File: src/rtl/mem_bus_arbiter.sv
// rtl/mem_bus_arbiter.sv - single-port memory bus arbiter between fetch and data ports
//
// Ports:
//   clk, rst                      clock; synchronous active-high reset
//   i_req, i_addr                 fetch request (read-only), held until i_ack
//   i_ack, i_rdata, i_stall       fetch completion pulse, fetched word, fetch waiting
//   d_req, d_we, d_addr,
//   d_wdata, d_sel                data request (load/store), held until d_ack
//   d_ack, d_rdata, d_stall       data completion pulse, load word (0 for stores), data waiting
//   mem_req, mem_we, mem_addr,
//   mem_wdata, mem_sel            registered bus transaction fields
//   mem_ack, mem_rdata            slave completion and read data
module mem_bus_arbiter #(
  parameter int ADDR_WIDTH   = 32,
  parameter int DATA_WIDTH   = 32,
  parameter int STARVE_LIMIT = 4
) (
  input  logic                  clk,
  input  logic                  rst,
  input  logic                  i_req,
  input  logic [ADDR_WIDTH-1:0] i_addr,
  output logic                  i_ack,
  output logic [DATA_WIDTH-1:0] i_rdata,
  output logic                  i_stall,
  input  logic                  d_req,
  input  logic                  d_we,
  input  logic [ADDR_WIDTH-1:0] d_addr,
  input  logic [DATA_WIDTH-1:0] d_wdata,
  input  logic [3:0]            d_sel,
  output logic                  d_ack,
  output logic [DATA_WIDTH-1:0] d_rdata,
  output logic                  d_stall,
  output logic                  mem_req,
  output logic                  mem_we,
  output logic [ADDR_WIDTH-1:0] mem_addr,
  output logic [DATA_WIDTH-1:0] mem_wdata,
  output logic [3:0]            mem_sel,
  input  logic                  mem_ack,
  input  logic [DATA_WIDTH-1:0] mem_rdata
);

  typedef enum logic [1:0] {
    IDLE   = 2'd0,
    BUSY_I = 2'd1,
    BUSY_D = 2'd2
  } state_t;

  localparam logic [3:0] STARVE_LIM = 4'(STARVE_LIMIT);

  state_t                state, state_nxt;
  logic [3:0]            starve_cnt, starve_nxt;
  logic                  mem_req_nxt, mem_we_nxt;
  logic [ADDR_WIDTH-1:0] mem_addr_nxt;
  logic [DATA_WIDTH-1:0] mem_wdata_nxt;
  logic [3:0]            mem_sel_nxt;
  logic                  i_ack_nxt, d_ack_nxt;
  logic [DATA_WIDTH-1:0] i_rdata_nxt, d_rdata_nxt;
  logic                  i_elig, d_elig;

  // A port whose ack is high this cycle has just completed; its still-high
  // req must not win a second transaction.
  assign i_elig = i_req & ~i_ack;
  assign d_elig = d_req & ~d_ack;

  assign i_stall = i_req & ~i_ack;
  assign d_stall = d_req & ~d_ack;

  always_ff @(posedge clk) begin
    if (rst) begin
      state      <= IDLE;
      starve_cnt <= 4'd0;
      mem_req    <= 1'b0;
      mem_we     <= 1'b0;
      mem_addr   <= '0;
      mem_wdata  <= '0;
      mem_sel    <= 4'd0;
      i_ack      <= 1'b0;
      d_ack      <= 1'b0;
      i_rdata    <= '0;
      d_rdata    <= '0;
    end else begin
      state      <= state_nxt;
      starve_cnt <= starve_nxt;
      mem_req    <= mem_req_nxt;
      mem_we     <= mem_we_nxt;
      mem_addr   <= mem_addr_nxt;
      mem_wdata  <= mem_wdata_nxt;
      mem_sel    <= mem_sel_nxt;
      i_ack      <= i_ack_nxt;
      d_ack      <= d_ack_nxt;
      i_rdata    <= i_rdata_nxt;
      d_rdata    <= d_rdata_nxt;
    end
  end

  always_comb begin
    state_nxt     = state;
    starve_nxt    = starve_cnt;
    mem_req_nxt   = mem_req;
    mem_we_nxt    = mem_we;
    mem_addr_nxt  = mem_addr;
    mem_wdata_nxt = mem_wdata;
    mem_sel_nxt   = mem_sel;
    // Acks are single-cycle pulses and read data is only non-zero alongside them.
    i_ack_nxt     = 1'b0;
    d_ack_nxt     = 1'b0;
    i_rdata_nxt   = '0;
    d_rdata_nxt   = '0;

    case (state)
      IDLE: begin
        // Data wins ties until the fetch port has been passed over
        // STARVE_LIMIT times in a row.
        if (d_elig && (!i_elig || (starve_cnt < STARVE_LIM))) begin
          state_nxt     = BUSY_D;
          mem_req_nxt   = 1'b1;
          mem_we_nxt    = d_we;
          mem_addr_nxt  = d_addr;
          mem_wdata_nxt = d_wdata;
          mem_sel_nxt   = d_sel;
          if (i_elig && (starve_cnt != 4'hF)) begin
            starve_nxt = starve_cnt + 4'd1;
          end
        end else if (i_elig) begin
          state_nxt     = BUSY_I;
          mem_req_nxt   = 1'b1;
          mem_we_nxt    = 1'b0;
          mem_addr_nxt  = i_addr;
          mem_wdata_nxt = '0;
          mem_sel_nxt   = 4'hF;
          starve_nxt    = 4'd0;
        end
      end

      BUSY_I: begin
        if (mem_ack) begin
          state_nxt   = IDLE;
          mem_req_nxt = 1'b0;
          i_ack_nxt   = 1'b1;
          i_rdata_nxt = mem_rdata;
        end
      end

      BUSY_D: begin
        if (mem_ack) begin
          state_nxt   = IDLE;
          mem_req_nxt = 1'b0;
          d_ack_nxt   = 1'b1;
          d_rdata_nxt = mem_we ? '0 : mem_rdata;
        end
      end

      default: begin
        state_nxt   = IDLE;
        mem_req_nxt = 1'b0;
      end
    endcase
  end

endmodule
File: config.mk
export PLATFORM = sky130hd
export DESIGN_NAME = mem_bus_arbiter
export DESIGN_NICKNAME = d
export VERILOG_FILES = /design/src/rtl/mem_bus_arbiter.sv
export SDC_FILE = /design/constraint.sdc
export NUM_CORES = 1
export LEC_CHECK = 0
export ABC_CLOCK_PERIOD_IN_PS = 2200
export CAP_MARGIN = 25
export CORE_ASPECT_RATIO = 1.25
export CORE_MARGIN = 4
export CORE_UTILIZATION = 38
export DETAILED_ROUTE_END_ITERATION = 8
export GPL_ROUTABILITY_DRIVEN = 0
export GPL_TIMING_DRIVEN = 0
export PLACE_DENSITY_LB_ADDON = 0.08
export SYNTH_ARGS = -nofsm -noshare
export SYNTH_HDL_FRONTEND = slang
export SYNTH_SLANG_ARGS = --single-unit
File: constraint.sdc
create_clock -name clk -period 2.2 [get_ports clk]
set_clock_uncertainty 0.15 [all_clocks]
set_input_delay 0.33 -clock clk [delete_from_list [all_inputs] [get_ports clk]]
set_output_delay 0.33 -clock clk [all_outputs]
set_load 0.02 [all_outputs]
# Word-level counts from Yosys, hierarchy flattened
# Cells that the tools add are included.
dict set report word_totals {
  output_inout_bits 138
  word_cells 60
  regBits 142
  input_bits 138
}
dict set report classes {
  n_lt_le_gt_ge 1
  n_eq_ne 6
  reduce_logical 14
  n_mux 20
  n_addsub 1
  bitwise 7
}
# op count
set ops {}
lappend ops {{$mux W32} 4}
lappend ops {{$mux W4} 5}
lappend ops {{$mux W1} 6}
lappend ops {{$mux W2} 3}
lappend ops {{$reduce_or A2 Y1} 3}
lappend ops {{$not A1 Y1} 5}
lappend ops {{$add A4 B1 Y4 const B} 1}
lappend ops {{$lt A4 B3 Y1 const B} 1}
lappend ops {{$ne A2 B1 Y1 const B} 2}
lappend ops {{$ne A4 B4 Y1 const B} 1}
lappend ops {{$pmux W2 S2} 1}
lappend ops {{$reduce_and A2 Y1} 2}
lappend ops {{$reduce_or A4 Y1} 1}
lappend ops {{$ne A3 B3 Y1 const B} 1}
lappend ops {{$reduce_and A3 Y1} 1}
lappend ops {{$reduce_or A3 Y1} 1}
lappend ops {{$and A1 B1 Y1} 2}
lappend ops {{$eq A2 B1 Y1 const B} 1}
lappend ops {{$eq A2 B2 Y1 const B} 1}
lappend ops {{$logic_and A1 B1 Y1} 2}
lappend ops {{$logic_not A2 Y1} 1}
lappend ops {{$pmux W1 S2} 1}
lappend ops {{$reduce_bool A2 Y1} 1}
lappend ops {{$logic_not A1 Y1} 1}
lappend ops {{$logic_or A1 B1 Y1} 1}

# Logic depth before layout (Yosys ltp)
dict set report logic_depth {
  depth_word 7
  mapped_depth 7
  ltp_nobuf 6
}

# Worst setup path after synthesis
# OpenSTA, ideal clock, no wires.
dict set report synth_timing {
  path_type {register to register}
  startpoint {reg d_ack}
  endpoint {reg starve_cnt[1]}
  required_ns 1.918
  path_slack_ns 0.586
  synth_period_minus_slack_ns 1.614
  stages_incl_launch_ff 8
  t_arrival_ns 1.331
  path_buffers 2
  setup_time_ns 0.132
  path_cell_list {dfxtp_1 -> nand2b_4 -> clkinv_2 -> o21a_1 -> buf_4 -> buf_4 -> nand3_1 -> a21oi_1}
}
dict set report synth_between {
  elab_chain_cells 5
  word_cells_on_any_way 7
  cone_classes {1 x eq/ne; 1 x mux; 2 x bitwise; 3 x reduce/logical}
}
# element line_no
set synth_lines {}
lappend synth_lines {{start: declaration} 30} ;# output logic d_ack,
lappend synth_lines {{start signal: assignment} 90} ;# d_ack <= d_ack_nxt;
lappend synth_lines {{$not A1 Y1 (*)} -}
lappend synth_lines {{$and A1 B1 Y1 (*)} -}
lappend synth_lines {{net d_stall} 32} ;# output logic d_stall,
lappend synth_lines {{$logic_and A1 B1 Y1 (*)} 114} ;# if (d_elig && (!i_elig || (starve_cnt < STARVE_LIM))) begin
lappend synth_lines {{$ne A2 B1 Y1 (no source line) or $reduce_bool A2 Y1 (tied branches)} -}
lappend synth_lines {{$reduce_and A3 Y1 (no source line)} -}
lappend synth_lines {{end signal: assignment} 83} ;# starve_cnt <= starve_nxt;
lappend synth_lines {{end: declaration} 51} ;# logic [3:0] starve_cnt, starve_nxt;
# Mark *: on every way through the listed nets, which the timed path passes. The rest lies on a longest branch.
# A chain may end at the register's enable or synchronous reset.

# Final worst setup path
dict set report layout_timing {
  startpoint {in i_req}
  endpoint {out i_stall}
}
dict set report layout_between {
  elab_chain_cells 1
}
# element line_no
set layout_lines {}
lappend layout_lines {{start: declaration} 20} ;# input logic i_req,
lappend layout_lines {{$and A1 B1 Y1} 65} ;# assign i_stall = i_req & ~i_ack;
lappend layout_lines {{end: declaration} 24} ;# output logic i_stall,
# Every way passes these cells.

==> impl_results.md <==
- Run status: finished, final reports clean
- Number of global-route vias before repair: 4668
- Antenna cell count: 0
- Syn Inst Count: 522
- Remaining routing DRC violations: 0
- CTS tree: built
- Die area: 0.0150 mm^2
- Number of library cell types mapped by synthesis: 33
- Source-to-sink clock delay at the later pin of the worst-skew pair: 0.41 ns
- Count of antenna-violating nets left after detailed routing: 0
- First-pass GRT wire length: 23300 um
- H-tree depth: 4
- Tot Pwr: 0.00674 W
- DIE WIDTH: 110 um
- Crit start category: input port
- Detailed router's first-iteration violation count: 141
- Total vias in the final route: 4746
- Post-place setup slack: -0.00439 ns
- Hold-critical path depth: 2
- Pin count of the biggest net entering global routing: 17
- Post-route setup slack: 0.265 ns
- Synth async-reset ratio: 0
- PwrDens: 797 mW/mm^2
- Longest Clk Path Bufs: 2
- Peak per-stage delay on the critical path: 0.50 ns
- Path class of the lowest-slack min-delay path: input port to flip-flop
- Worst slew pin tran: 0.471 ns
- CTS Root Cell: clkbuf_16
- 1st-pass router iterations: 4
- Number of buffers inserted by post-CTS setup repair: 0
- Cell leakage power: 3.38 nW
- Clock-pin slew of the registers on the worst-case setup and hold paths: 0.06 ns
- Net switching share of the total power: 0.280
- Leading register cell type out of synthesis: dfxtp_1
- Crit path kind: input port to output pin
- Kind of end point of the critical path: output pin
- Worst slew margin relative to its limit: 0.686
- Number of nets in the layout: 957
- Inserted Clock Buffers: 17
- Synthesis-stage register bit count: 142
- Required time worst endpoint: 1.72 ns
- Max FO, Critical Path: 7
- HPWL after detailed placement: 12000 um
- Sum of overflow across all layers after global routing: 0
- Achievable clock frequency: 0.517 GHz
- Reg power frac: 0.416
- Unrepaired setup endpoints after global routing: false
- Routed vias/inst: 4.77
- Number of synthesized flops with an enable pin: 0
- Final setup violation count: 0
- Arrival time worst endpoint: 1.46 ns
- Clock sinks: 142
- Netlist area before placement: 0.00496 mm^2
- Initial antenna violation count: 0
- Cell type with the largest total area after synthesis: dfxtp_1
- Ys Warns: 0
- Die height: 136 um
- Number of cells on the worst reg-to-reg path: 6
- Ordered list of cells on the worst path: clkdlybuf4s50_1, nand2b_4, buf_6, inv_2, dlygate4sd2_1
- Overall Global Routing Usage: 0.203
- Final min period: 1.94 ns
- Initial standard-cell utilization of the core: 0.390
- Share of the clock period used by the worst path after layout: 0.880
- Register area share after synthesis: 0.573
- Internal power: 0.00486 W
- Pins over their slew limit: 0
- Final hold violation count: 0
- Routed wirelength normalized by instance count: 15.6 um
- Net count after synthesis: 664
- Path length in cells of the critical path: 5
- Area overhead of the layout relative to synthesis: 70.7%
- Max_cap viols: 0
- Synth area leaders: dfxtp_1 (57%), and2_1 (8.2%), nand2_1 (7.7%)
- WP buf/inv: 4
- Final setup TNS: 0 ns
- Cell family contributing the most delay on the critical path: buffers and inverters
- Total net switching power: 0.00189 W
- Part of the total power dissipated in the clock network: 0.396
- Top-area cell type share of the netlist area: 0.573
- Synthesized area per cell: 9.50 um^2
- Core area: 0.0127 mm^2
- Std-Cell Rows: 46
- Final WL: 15500 um
- Peak ir drop on the vdd network: 432 uV
- Library cell contributing the largest single delay on the critical path: clkdlybuf4s50_1
- Num ports: 276
- Share of layout cells above drive strength 1: 0.0870
- Total of buffers placed on input and output ports: 274
- Portion of total power attributed to combinational logic: 0.187
==> logic make-up (layout without fill, tap and decap cells) <==
kind of cell / Yosys count / after routing / synth area share
flops: 142 / 142 / 0.573
compound gates: 113 / 113 / 0.159
buf+inv: 78 / 384 / 0.0749
fa+ha+maj: 4 / 4 / 0.0101
simple gates: 185 / 185 / 0.183
==> power by group through the flow <==
stage	clock network [W]	registers, W	logic (W)
floorplan	0	0.00304	0.000401
global placement	0	0.00285	0.00125
detailed placement	0	0.00286	0.00127
CTS	0.00273	0.00281	0.00128
global route	0.00283	0.00282	0.00136
finish	0.00267	0.00281	0.00126
==> cells in the final DEF (no fill, tap or decap), drive strengths merged, types with 2 or more instances in the layout <==
| master | n |
|---|---|
| a21oi | 4 |
| a31oi | 32 |
| a32oi | 2 |
| and2 | 65 |
| and3 | 3 |
| buf | 29 |
| clkbuf | 28 |
| clkdlybuf4s50 | 272 |
| clkinv | 4 |
| clkinvlp | 4 |
| dfxtp | 142 |
| ha | 4 |
| inv | 45 |
| nand2 | 102 |
| nand2b | 3 |
| nand3 | 2 |
| nor2 | 7 |
| o21ai | 33 |
| o22ai | 4 |
| o32ai | 33 |
==> final timing paths <==
path	slack (ns)	startpoint	endpoint
setup / recovery	0.26	i_req	i_stall
hold / removal	0.10	rst	mem_we
setup reg to reg	0.41	state[0]	mem_wdata[13]
hold reg to reg	0.32	starve_cnt[0]	starve_cnt[0]
==> cell usage after synthesis, types with 5 or more instances <==
cell and number:
nor2_1 6, dfxtp_1 142, buf_6 5, a31oi_1 32, and2_1 65, o21ai_1 23, buf_2 20, nand2_1 102
o32ai_1 33, o21ai_0 9, clkbuf_1 11, inv_1 35
==> stage by stage <==
stage / cells / cell area (um^2) / util / hold slack (ns)
floorplan: 522 / 4960 / - / 0.286
global placement: 964 / 7910 / 0.622 / 0.293
detailed placement: 964 / 7910 / 0.622 / 0.314
CTS: 996 / 8460 / 0.665 / 0.0837
global route: 996 / 8470 / 0.666 / 0.107
finish: 996 / 8470 / 0.666 / 0.104
==> state kept, by name (all words and copies together) (netlist names) <==
register and flops:
i_rdata 32, mem_sel 4, d_rdata 32, mem_req 1
i_ack 1, starve_cnt 4, mem_we 1, mem_addr 32
mem_wdata 32, d_ack 1, state 2
==> cell type report <==
class                      count  area [um^2]
buffer                        40          228
clock buffer                  17          425
clock inverter                15          128
fill                        1058         4250
inverter                      38          144
multi-input combinational    302         1740
sequential                   142         2840
tap                          168          210
timing repair buffer         274         2740
==> metal layers <==
layer | global-route usage | vias up | share of wire
met3 | 0.0749 | 34 | 0.093
li1 | - | 2333 | -
met1 | 0.211 | 2171 | 0.37
met4 | 0.0835 | 0 | 0.028
met2 | 0.363 | 208 | 0.51
met5 | 0 | - | 0
==> repair_timing <==
action,CTS,global route
gates resized for setup,1,1
setup endpoints to repair,1,1
hold buffers,0,0
cloned,0,0
No activity file was read; power rests on OpenSTA's default activity.
==> variant 1: new RTL, same flow settings <==
Set the parameter `ADDR_WIDTH` to 64 (it was 32).
--- a/src/rtl/mem_bus_arbiter.sv
+++ b/src/rtl/mem_bus_arbiter.sv
@@ -11,7 +11,7 @@
 //   mem_wdata, mem_sel            registered bus transaction fields
 //   mem_ack, mem_rdata            slave completion and read data
 module mem_bus_arbiter #(
-  parameter int ADDR_WIDTH   = 32,
+  parameter int ADDR_WIDTH   = 64,
   parameter int DATA_WIDTH   = 32,
   parameter int STARVE_LIMIT = 4
 ) (
Ports: changed (resized d_addr, i_addr and mem_addr); port bits go from 276 to 372. The function was not compared with the original's and may differ.
==> variant 1 against the original RTL <==
Sequential share of layout area fell by 1.6 points; cell count increased by 32%; area after synthesis up 27%; core utilization increased by 0.67 points; sequential cell count rose by 32; hold slack got worse by 0.030 ns; die area increased by 25%; highest routed layer unchanged; design area is 29% higher; worst setup slack worse by 0.22 ns; count of clock-buffer cells in the layout stayed put; wire length grew 44%; total power rose by 27%.
==> variant 1: results (changes against the original RTL) <==
Status:
- Status: finished clean (unchanged).

Global routing:
- The maximum number of pins on one net before global-route repair is 18 (was 17).
- The initial antenna violation count was 0 (unchanged).
- The number of global-route vias before repair is 6,111 (was 4,668).
- The wire length of the first global-routing pass is 32.8 mm (was 23.3 mm).
- The total routing resource utilization after global routing is 23.1% (was 20.3%).

Power:
- The maximum vdd drop was 0.453 mV (was 0.432 mV).
- The leakage power was 4.33 nW (was 3.38 nW).

Timing:
- The headroom to the max-slew limit came to 67.6% (was 68.6%).

Place:
- The worst-case setup slack after placement is -0.0337 ns (was -0.00439 ns).
- The count of port buffers added during placement was 370 (was 274).
- The half-perimeter wire length after placement is 17.3 mm (was 12.0 mm).

Worst setup path:
- The worst endpoint data arrival time came to 1.67 ns (was 1.46 ns).
- The maximum fanout along the worst path is 5 (was 7).

CTS:
- The root cell of the clock tree is sky130_fd_sc_hd__clkbuf_16 (unchanged).
- The clock latency on the worst-skew pair was 0.43 ns (was 0.41 ns).
- The number of CTS-inserted buffers was 17 (unchanged).
- After clock tree synthesis, the clock-pin slew on the worst setup and hold paths is 0.07 ns.
- The maximum number of buffers from clock root to sink is 2 (unchanged).
- The H-tree depth is 4 (unchanged).

Synthesis:
- Commonest cells in the netlist: 174 x sky130_fd_sc_hd__dfxtp_1, 166 x sky130_fd_sc_hd__nand2_1, 65 x sky130_fd_sc_hd__and2_1, 64 x sky130_fd_sc_hd__a31oi_1, 50 x sky130_fd_sc_hd__o21ai_1 (was 142 x sky130_fd_sc_hd__dfxtp_1, 102 x sky130_fd_sc_hd__nand2_1, 65 x sky130_fd_sc_hd__and2_1, 35 x sky130_fd_sc_hd__inv_1, 33 x sky130_fd_sc_hd__o32ai_1).
- The number of synthesis warnings came to 0 (unchanged).
- The proportion of synthesized flip-flops having asynchronous set or reset is 0% (unchanged).
- The count of different cell masters after synthesis was 33 (unchanged).
- The sequential-to-total area share from yosys stat was 55.4% (was 57.3%).
- Leading post-synthesis cells by cell area: sky130_fd_sc_hd__dfxtp_1 55%, sky130_fd_sc_hd__nand2_1 9.9%, sky130_fd_sc_hd__and2_1 6.5%, sky130_fd_sc_hd__a31oi_1 6.4%, sky130_fd_sc_hd__o32ai_1 4.6% (was sky130_fd_sc_hd__dfxtp_1 57%, sky130_fd_sc_hd__and2_1 8.2%, sky130_fd_sc_hd__nand2_1 7.7%, sky130_fd_sc_hd__o32ai_1 5.8%, sky130_fd_sc_hd__a31oi_1 4.0%).
- The synthesized netlist net count was 906 (was 664).

Route:
- The routed length per placed instance is 17.0 µm (was 15.6 µm).
- The number of iterations in the first detailed-routing pass came to 4 (unchanged).
- The violation count after the first detailed-routing iteration is 273 (was 141).
- The routed via count was 6,284 (was 4,746).

Final layout:
- The net total in the final layout is 1,295 (was 957).
- The fraction of final layout cells sized beyond drive strength 1 was 7.44% (was 8.70%).
- The register with the most flip-flops in the final layout is mem_addr.
- The register with the most flip-flops in the layout has 64 of them.

Hold path:
- The class of the tightest hold or removal check is in2reg (unchanged).
==> variant 1: cell count changes after synthesis, moves of 10 or more <==
| cell | unedited run | this run |
|---|---|---|
| sky130_fd_sc_hd__a31oi_1 | 32 | 64 |
| sky130_fd_sc_hd__nand2_1 | 102 | 166 |
| sky130_fd_sc_hd__dfxtp_1 | 142 | 174 |
| sky130_fd_sc_hd__o21ai_1 | 23 | 50 |
| sky130_fd_sc_hd__buf_4 | 4 | 14 |
==> variant 1: logic make-up (layout without fill, tap and decap cells) <==
group                    after synthesis  count (layout)  synth area share (%)
AND/OR/NAND/NOR                      249             249                  18.0
AO/OA/AOI/OAI                        177             177                  18.0
flip-flops                           174             174                  55.4
buffers and inverters                 96             498                  7.72
adder cells (fa/ha/maj)                4               4                 0.796
other                                  0               1                     0
==> variant 1: critical path, stage by stage <==
cell and delay [ns]:
sky130_fd_sc_hd__clkdlybuf4s50_1 0.50, sky130_fd_sc_hd__nand2b_4 0.08, sky130_fd_sc_hd__inv_2 0.11, sky130_fd_sc_hd__clkdlybuf4s50_1 0.64
==> variant 1: through the flow <==
stage / setup TNS [ns] / cell area (µm²) / hold slack [ns] / cells
global route: 0 / 10900 / 0.0735 / 1318
CTS: 0 / 10900 / 0.0587 / 1318
finish: 0 / 10900 / 0.0740 / 1319
detailed placement: -0.0510 / 10300 / 0.305 / 1286
global placement: -0.0373 / 10300 / 0.294 / 1286
floorplan: 0 / 6280 / 0.286 / 700
==> variant 1: final timing paths <==
kind / start / endpoint / slack (ns) / cells past startpoint
setup / recovery: d_req / d_stall / 0.05 / 4
hold / removal: rst / mem_we / 0.07 / 2
setup reg to reg: state[0] / mem_wdata[11] / 0.25 / 6
hold reg to reg: starve_cnt[1] / starve_cnt[1] / 0.31 / 2
==> variant 1: power by group <==
group | switching, mW | leakage, nW | internal, mW
Clock | 1.36 | 0.302 | 1.83
Combinational | 0.933 | 2.60 | 0.957
Sequential | 0.114 | 1.43 | 3.39
==> variant 1: cell type report <==
type                            count  area (µm²)
Fill cell                        1357        5310
Timing Repair Buffer              370        3700
Sequential cell                   174        3480
Multi-Input combinational cell    430        2320
Clock buffer                       17         425
Buffer                             58         343
Tap cell                          216         270
Clock inverter                     15         205
Inverter                           38         143
Antenna cell                        1        2.50
==> variant 1: timing repair <==
| action | CTS | global route |
|---|---|---|
| setup endpoints to repair | 1 | 0 |
| hold endpoints to repair | 0 | 0 |
| buffers inserted | 0 | 0 |
| resized for setup | 1 | 0 |
==> variant 1: metal layers <==
layer	GRT usage [%]	routed length [µm]	vias up
li1	-	-	3153
met1	23.9	8120	2806
met2	41.4	11500	280
met3	8.35	2050	45
met4	10.2	799	0
met5	0	0	-
==> variant 2: new RTL, same settings <==
Made on the original files. The 3 states of `state_t` get a one-hot encoding in 3 bits.
--- a/src/rtl/mem_bus_arbiter.sv
+++ b/src/rtl/mem_bus_arbiter.sv
@@ -39,10 +39,10 @@
   input  logic [DATA_WIDTH-1:0] mem_rdata
 );
 
-  typedef enum logic [1:0] {
-    IDLE   = 2'd0,
-    BUSY_I = 2'd1,
-    BUSY_D = 2'd2
+  typedef enum logic [2:0] {
+    IDLE   = 3'b001,
+    BUSY_I = 3'b010,
+    BUSY_D = 3'b100
   } state_t;
 
   localparam logic [3:0] STARVE_LIM = 4'(STARVE_LIMIT);
Formal check against the unedited RTL: no difference found for any inputs over 4 cycles, from zero or initial values and one cycle with rst high; so few cycles prove little.
==> variant 2 against the original RTL <==
Sequential cell count grew 1; worst setup slack lost 0.11 ns; global-route usage shrank 0.60 points; area after synthesis shrank 5.1%; design area shrank 2.8%; wire length shrank 7.7%; cell count shrank 7.1%; die area shrank 4.8%; total power grew 1.0%; count of clock-buffer cells in the layout grew 2; hold slack lost 0.019 ns; clock power grew 4%; critical endpoint is now d_stall; largest cell class unchanged.
==> variant 2: results (changes against the original RTL) <==
Worst setup path:
- The launch point of the critical path is d_req (was i_req).
- The maximum fanout along the worst path is 5 (was 7).
- The worst endpoint data arrival time was 1.56 ns (was 1.46 ns).
- The critical register-to-register path endpoint is d_rdata[19] (was mem_wdata[13]).
- The setup slack of the most critical reg-to-reg path was 0.35 ns (was 0.41 ns).
- The largest stage delay on the critical path is 0.45 ns (was 0.50 ns).

Synthesis:
- The count of different cell masters after synthesis is 34 (was 33).
- The synthesized netlist net count was 594 (was 664).
- Commonest cells in the netlist: 143 x sky130_fd_sc_hd__dfxtp_1, 68 x sky130_fd_sc_hd__nand2_1, 64 x sky130_fd_sc_hd__and2_1, 34 x sky130_fd_sc_hd__o21ai_0, 33 x sky130_fd_sc_hd__a22o_1 (was 142 x sky130_fd_sc_hd__dfxtp_1, 102 x sky130_fd_sc_hd__nand2_1, 65 x sky130_fd_sc_hd__and2_1, 35 x sky130_fd_sc_hd__inv_1, 33 x sky130_fd_sc_hd__o32ai_1).
- Leading post-synthesis cells by cell area: sky130_fd_sc_hd__dfxtp_1 61%, sky130_fd_sc_hd__and2_1 8.5%, sky130_fd_sc_hd__a22o_1 6.1%, sky130_fd_sc_hd__nand2_1 5.4%, sky130_fd_sc_hd__a31oi_1 4.3% (was sky130_fd_sc_hd__dfxtp_1 57%, sky130_fd_sc_hd__and2_1 8.2%, sky130_fd_sc_hd__nand2_1 7.7%, sky130_fd_sc_hd__o32ai_1 5.8%, sky130_fd_sc_hd__a31oi_1 4.0%).

Place:
- The half-perimeter wire length after placement was 11.3 mm (was 12.0 mm).
- The worst-case setup slack after placement was -0.129 ns (was -0.00439 ns).

Route:
- The violation count after the first detailed-routing iteration is 106 (was 141).
- The number of iterations in the first detailed-routing pass was 5 (was 4).
- The routed via count was 4,355 (was 4,746).
- The routed length per placed instance is 15.5 µm (was 15.6 µm).

Power:
- The leakage power is 3.26 nW (was 3.38 nW).
- The switching part of the total power is 25.2% (was 28.0%).

Timing:
- The worst path setup slack after routing is 0.160 ns (was 0.265 ns).
- The headroom to the max-slew limit is 63.1% (was 68.6%).

Status:
- Status: finished clean (unchanged).

Global routing:
- The number of global-route vias before repair was 4,349 (was 4,668).
- The total routing resource utilization after global routing was 19.7% (was 20.3%).

CTS:
- The post-cts sizing count was 2 (was 1).

Final layout:
- The number of inserted filler cells in the final layout is 987 (was 1,058).
- The net total in the final layout came to 887 (was 957).

Hold path:
- The worst min-delay path endpoint is state[1] (was mem_we).
-- variant 2: power by group through the flow --
stage | Sequential (mW) | Clock [mW] | Combinational, mW
CTS | 2.84 | 2.83 | 1.21
global placement | 2.88 | 0 | 1.20
global route | 2.85 | 2.95 | 1.29
detailed placement | 2.89 | 0 | 1.21
finish | 2.84 | 2.77 | 1.20
floorplan | 3.07 | 0 | 0.359
-- variant 2: area by class of cell --
cell class	count	area, µm²	share of cell area (%)
inverters	2	7.51	0.0912
plain buffers	35	208	2.52
multi-input cells	275	1630	19.8
clock buffers	19	443	5.38
well taps	164	205	2.49
flip-flops and latches	143	2860	34.8
repair buffers	274	2740	33.3
clock inverters	13	136	1.66
-- variant 2: cell families after synthesis --
| kind of cell | count (synthesis) | synth area share, % |
|---|---|---|
| AO/OA/AOI/OAI | 115 | 16.6 |
| flip-flops | 143 | 60.9 |
| adder cells (fa/ha/maj) | 1 | 0.266 |
| buffers and inverters | 37 | 4.58 |
| XOR/XNOR | 1 | 0.186 |
| AND/OR/NAND/NOR | 158 | 17.5 |
-- variant 2: through the flow --
stage / instance area (µm²) / total power, mW / hold WS, ns / cells / TNS, ns
6_report: 8230 / 6.81 / 0.0848 / 925 / 0
5_1_grt: 8230 / 7.09 / 0.0995 / 925 / 0
4_1_cts: 8230 / 6.88 / 0.0723 / 925 / 0
3_5_place_dp: 7650 / 4.10 / 0.309 / 893 / -1.42
3_3_place_gp: 7650 / 4.08 / 0.299 / 893 / -0.564
2_1_floorplan: 4700 / 3.43 / 0.290 / 455 / 0
-- variant 2: metal layers --
metal	up-vias	GRT usage (%)	wire [µm]
li1	2140	-	-
met4	0	8.91	397
met5	-	0	0
met1	1983	20.9	5360
met2	201	33.9	7200
met3	31	7.89	1380
